--- src/rtl/shape_view_ctrl_pkg.sv ---
// Shared definitions for the shape display-mode controller and the object
// modules that consume its outputs.
//   - view_state_t : display mode encoding (ST_MOSAIC = 0, ST_FULL = 1)
//   - H_LAST_DEF / V_LAST_DEF : default raster limits, kept here so the sync
//     generator, the objects and this controller agree on the frame boundary
//   - SHAPE_* : bit index of each object inside the one-hot shape select
package shape_view_ctrl_pkg;

  typedef enum logic {
    ST_MOSAIC = 1'b0,
    ST_FULL   = 1'b1
  } view_state_t;

  localparam int H_LAST_DEF = 799;
  localparam int V_LAST_DEF = 524;

  localparam int SHAPE_TRIANGLE = 0;
  localparam int SHAPE_SQUARE   = 1;
  localparam int SHAPE_OVAL     = 2;
  localparam int SHAPE_CIRCLE   = 3;

endpackage

--- src/rtl/shape_view_ctrl_btn_debounce.sv ---
// btn_debounce: conditions one raw push-button.
//   clk, reset : pixel clock, synchronous active-high reset
//   btn        : raw asynchronous, bouncy button level
//   req        : one-cycle pulse when the debounced level rises
// The raw level passes a 2-flop synchroniser. A counter measures how long the
// synchronised level has disagreed with the accepted level; any agreement
// reloads it, and DEBOUNCE_CYCLES consecutive disagreeing samples flip the
// accepted level.
module btn_debounce
  import shape_view_ctrl_pkg::*;
#(
  parameter int DEBOUNCE_CYCLES = 500000
) (
  input  logic clk,
  input  logic reset,
  input  logic btn,
  output logic req
);

  localparam int CNT_W = $clog2(DEBOUNCE_CYCLES + 1);

  logic             sync_p0;
  logic             sync_p1;
  logic             level;
  logic [CNT_W-1:0] cnt;

  always_ff @(posedge clk) begin
    if (reset) begin
      sync_p0 <= 1'b0;
      sync_p1 <= 1'b0;
      level   <= 1'b0;
      cnt     <= '0;
      req     <= 1'b0;
    end else begin
      // synchroniser stage
      sync_p0 <= btn;
      sync_p1 <= sync_p0;
      // debounce stage
      req <= 1'b0;
      if (sync_p1 == level) begin
        cnt <= '0;
      end else if (cnt == CNT_W'(DEBOUNCE_CYCLES - 1)) begin
        cnt   <= '0;
        level <= sync_p1;
        // only a 0->1 acceptance is a request; releases are silent
        req   <= sync_p1;
      end else begin
        cnt <= cnt + 1'b1;
      end
    end
  end

endmodule

--- src/rtl/shape_view_ctrl.sv ---
// shape_view_ctrl: display-mode controller for the VGA shape objects.
//   clk, reset     : pixel clock, synchronous active-high reset
//   HCount, VCount : raster position from the sync generator
//   btn_next/prev/full : raw buttons (advance, step back, toggle full screen)
//   shape_sel      : one-hot selected shape (registered)
//   full_screen    : 1 = only the selected shape is drawn (registered)
//   frame_start    : one-cycle pulse on the cycle after updates are applied
// Button requests are latched as pending flags and only applied on the last
// pixel of the frame, so a frame never shows a half-updated mode.
// Optional feature macro: AUTO_CYCLE_EN -- in FULL view, advance the
// selection automatically every AUTO_FRAMES frames.
module shape_view_ctrl
  import shape_view_ctrl_pkg::*;
#(
  parameter int NUM_SHAPES      = 4,
  parameter int DEBOUNCE_CYCLES = 500000,
  parameter int H_LAST          = H_LAST_DEF,
  parameter int V_LAST          = V_LAST_DEF,
  parameter int AUTO_FRAMES     = 120
) (
  input  logic                  clk,
  input  logic                  reset,
  input  logic [9:0]            HCount,
  input  logic [9:0]            VCount,
  input  logic                  btn_next,
  input  logic                  btn_prev,
  input  logic                  btn_full,
  output logic [NUM_SHAPES-1:0] shape_sel,
  output logic                  full_screen,
  output logic                  frame_start
);

  // the auto-cycle frame counter is 8 bits wide
  if (AUTO_FRAMES < 1 || AUTO_FRAMES > 256) begin : g_bad_auto_frames
    $error("AUTO_FRAMES must be in 1..256");
  end

  logic        req_next, req_prev, req_full;
  logic        pend_next, pend_prev, pend_full;
  logic        boundary;
  logic        auto_adv;
  view_state_t state;

  btn_debounce #(.DEBOUNCE_CYCLES(DEBOUNCE_CYCLES)) u_deb_next (
    .clk(clk), .reset(reset), .btn(btn_next), .req(req_next));
  btn_debounce #(.DEBOUNCE_CYCLES(DEBOUNCE_CYCLES)) u_deb_prev (
    .clk(clk), .reset(reset), .btn(btn_prev), .req(req_prev));
  btn_debounce #(.DEBOUNCE_CYCLES(DEBOUNCE_CYCLES)) u_deb_full (
    .clk(clk), .reset(reset), .btn(btn_full), .req(req_full));

  assign boundary = (HCount == 10'(H_LAST)) && (VCount == 10'(V_LAST));

  function automatic logic [NUM_SHAPES-1:0] rot_left(input logic [NUM_SHAPES-1:0] s);
    return {s[NUM_SHAPES-2:0], s[NUM_SHAPES-1]};
  endfunction

  function automatic logic [NUM_SHAPES-1:0] rot_right(input logic [NUM_SHAPES-1:0] s);
    return {s[0], s[NUM_SHAPES-1:1]};
  endfunction

`ifdef AUTO_CYCLE_EN
  logic [7:0] auto_cnt;
  logic       pend_any;
  logic       req_any;

  assign pend_any = pend_next | pend_prev | pend_full;
  assign req_any  = req_next | req_prev | req_full;
  // A boundary that applies a button change never auto-advances too; the
  // button press restarts the frame count instead.
  assign auto_adv = boundary && (state == ST_FULL) && !pend_any && !req_any &&
                    (auto_cnt == 8'(AUTO_FRAMES - 1));

  always_ff @(posedge clk) begin
    if (reset) begin
      auto_cnt <= '0;
    end else if (req_any || state == ST_MOSAIC) begin
      auto_cnt <= '0;
    end else if (boundary) begin
      if (pend_any || auto_adv) auto_cnt <= '0;
      else                      auto_cnt <= auto_cnt + 8'd1;
    end
  end
`else
  assign auto_adv = 1'b0;
`endif

  always_ff @(posedge clk) begin
    if (reset) begin
      shape_sel   <= NUM_SHAPES'(1);
      full_screen <= 1'b0;
      frame_start <= 1'b0;
      pend_next   <= 1'b0;
      pend_prev   <= 1'b0;
      pend_full   <= 1'b0;
      state       <= ST_MOSAIC;
    end else begin
      frame_start <= boundary;
      if (boundary) begin
        // opposing requests in one frame cancel out
        if (pend_next && pend_prev)  shape_sel <= shape_sel;
        else if (pend_next || auto_adv) shape_sel <= rot_left(shape_sel);
        else if (pend_prev)          shape_sel <= rot_right(shape_sel);
        if (pend_full) begin
          state       <= (state == ST_FULL) ? ST_MOSAIC : ST_FULL;
          full_screen <= (state == ST_MOSAIC);
        end
        // a request landing on the boundary itself waits for the next one
        pend_next <= req_next;
        pend_prev <= req_prev;
        pend_full <= req_full;
      end else begin
        pend_next <= pend_next | req_next;
        pend_prev <= pend_prev | req_prev;
        pend_full <= pend_full | req_full;
      end
    end
  end

endmodule

--- config.mk ---
export PLATFORM = sky130hd
export DESIGN_NAME = shape_view_ctrl
export DESIGN_NICKNAME = d
export VERILOG_FILES = /design/src/rtl/shape_view_ctrl_pkg.sv /design/src/rtl/shape_view_ctrl_btn_debounce.sv /design/src/rtl/shape_view_ctrl.sv
export SDC_FILE = /design/constraint.sdc
export NUM_CORES = 1
export LEC_CHECK = 0
export BUFFER_PORTS_ARGS = -buffer_cell sky130_fd_sc_hd__buf_4
export CORE_AREA = 4 4 88 90
export DETAILED_ROUTE_END_ITERATION = 10
export DIE_AREA = 0 0 92 94
export GPL_ROUTABILITY_DRIVEN = 0
export GPL_TIMING_DRIVEN = 0
export PLACE_DENSITY = 0.7
export SYNTH_ARGS = -nofsm -noshare
export SYNTH_HDL_FRONTEND = slang
export SYNTH_SLANG_ARGS = --single-unit
--- constraint.sdc ---
create_clock -name clk -period 3.28 [get_ports clk]
set_input_delay 0.164 -clock clk [delete_from_list [all_inputs] [get_ports clk]]
set_output_delay 0.164 -clock clk [all_outputs]
set_load 0.02 [all_outputs]
==> impl_metrics.tcl <==
set metrics [dict create \
    cp.arrival_ns 2.53 \
    final_cell_mix "78 x dfxtp_1, 47 x nor2_1, 31 x buf_4, 24 x nand3_1, 21 x a21oi_1" \
    fin_setup_tns_ns 0 \
    required_ns 3.50 \
    firstDrtPassIters 4 \
    synth-seq-area-share 0.459 \
    yosysWarningCount 0 \
    power_density_nw_per_um2 427 \
    max_cap_violations 0 \
    cts_buffers 9 \
    worstHoldPathType "input port to flop" \
    clk_latency_ns 0.34 \
    antenna_found_initial 0 \
    hpwl_um 4600 \
    grt_setup_unrepaired "no" \
    crit_fanout 10 \
    dieHeight_um 94 \
    drt_wl_total_um 6400 \
    cts_setup_buffers 0 \
    vias 2740 \
    slew_viol_final 0 \
    grt_overflow 0 \
    met3_length_um 310 \
    die_x_um 92 \
    finalSetupViolCount 0 \
    end_kind "flop" \
    ys_seq_elements 78 \
    finalNetCount 445 \
    drcViolationCount 0 \
    tritoncts "built" \
    min_period_ns 2.31 \
    peakVddDrop_v 0.000252 \
    row_count 31 \
    insertedDiodeCount 0 \
    async_flop_share 0 \
    synthTopCellsByArea "dfxtp_1 46%, nor2_1 5.2%, xnor2_1 5.1%" \
    groute.usage.overall 0.159 \
    cts_hold_buf 0 \
    synth_edf_count 0 \
    power_mw 1.68 \
    layout_commonest_cell "dfxtp_1" \
    rrSetupSlack_ns 0.97 \
    avgRoutedWirePerCell_um 12.3 \
    synth_top_area_share 0.459 \
    synthDistinctLibCells 44 \
    clk_pin_slew_ns 0.07 \
    fmax_mhz 432 \
    port-buffer-count 30 \
    finalClockSkew_ns 0.00814 \
    whs_ns 0.0381 \
    synth_area_per_cell_um2 9.05 \
    tightest_slew_ns 0.714 \
    die-area_um2 8650 \
    root_buffer "clkbuf_8" \
    start_kind "flop" \
    slew_headroom 0.521 \
    syn_inst 376 \
    route.layer.met1.wl_um 3150 \
    clock-sinks 78 \
    hold_viol_final 0 \
    status "completed" \
    p_leak_nw 1.29 \
    clk_path_buf_depth 2 \
    syn-num-nets 404 \
    wl_met2_um 2830 \
    htreeDepth 3 \
    postRouteAntennaNets 0 \
    drive_gt1_frac 0.143 \
    synth.largest_area_cell "dfxtp_1" \
    io_pins 31 \
    topRoutingLayerUsed "met4" \
    ctsResizeCount 0 \
    synthFlopType "dfxtp_1" \
    viasPerCell 5.28 \
    path_class "flop to flop" \
    grt_pass1_wl_um 11400 \
    synth_area_um2 3400 \
    dr.first_iter.drc_count 68 \
    fin_util 0.558 \
    area_growth_pct 15.7 \
    finalCritPeriodShare 0.705 \
    grt_max_degree 13 \
    initial_core_util 0.482 \
    core_um2 7060 \
    grt_pass1_vias 2666 \
]
==> final timing paths <==
| kind | startpoint | endpoint | depth (start not counted) |
|---|---|---|---|
| max | u_deb_full.cnt[5] | u_deb_full.cnt[14] | 5 |
| min | btn_next | u_deb_next.sync_p0 | 2 |
| max reg2reg | u_deb_full.cnt[5] | u_deb_full.cnt[14] | 5 |
| min reg2reg | u_deb_prev.req | pend_prev | 2 |
==> cell families (layout without fill, tap and decap cells) <==
family,count (synthesis),in the layout,share of synthesized area
flops,78,78,0.459
compound gates,53,53,0.100
buf+inv,26,70,0.0324
xor+xnor,40,40,0.103
mux,1,1,0.00294
simple gates,175,175,0.292
fa+ha+maj,3,3,0.0110
==> stage by stage <==
stage               area [um2]  cells  worst slack [ns]
floorplan                 3400    376              1.37
global placement          3750    505              1.04
detailed placement        3750    505             0.968
CTS                       3940    519             0.937
global route              3940    519             0.660
finish                    3940    519             0.967
==> routing by layer <==
metal,vias up,GRT usage
met5,-,0
met2,43,0.255
met3,11,0.0401
met1,1266,0.201
li1,1420,-
met4,0,0.0730
==> power by group <==
| group | internal [mW] | leakage [nW] | total [mW] | switching [mW] |
|---|---|---|---|---|
| Combinational | 0.0261 | 0.567 | 0.0437 | 0.0176 |
| Clock | 0.362 | 0.0980 | 0.684 | 0.321 |
| Sequential | 0.951 | 0.630 | 0.953 | 0.00248 |
| Total | 1.34 | 1.29 | 1.68 | 0.341 |
==> Yosys cell counts, drive strengths merged (2+ instances only) <==
library cell	number
or3	13
or2	2
o221a	3
xor2	20
nor2	47
nor4bb	4
nand4b	2
nand3	24
nor2b	7
o21ai	17
and3	10
a211oi	2
and4	7
nand2b	3
o22a	3
xnor2	20
dfxtp	78
nand4	14
nor4	7
nor3b	2
ha	3
inv	17
or4	10
nand2	11
o31ai	5
nor4b	2
nor3	4
clkbuf	6
buf	3
a21oi	21
and2	3
==> critical path: stages (launching register included) <==
cell,delay [ns]
dfxtp_1,0.36
nor4b_1,0.48
nand4b_1,0.22
o21ai_1,0.61
clkbuf_1,0.42
nor2_1,0.10
==> flip-flops by register name, indices dropped and copies added, names as in the netlist, 4 cells and up <==
register / flops
u_deb_full.cnt: 19
u_deb_next.cnt: 19
u_deb_prev.cnt: 19
shape_sel: 4
==> layout make-up <==
type                    count  area, um2
clock buffers              10        138
inverters                  17       63.8
well taps                  99        124
repair buffers             30        225
clock inverters             4       48.8
multi-input cells         272       1730
plain buffers               9       46.3
flip-flops and latches     78       1560
fillers                   669       3120
(Power assumes the default switching activity.)
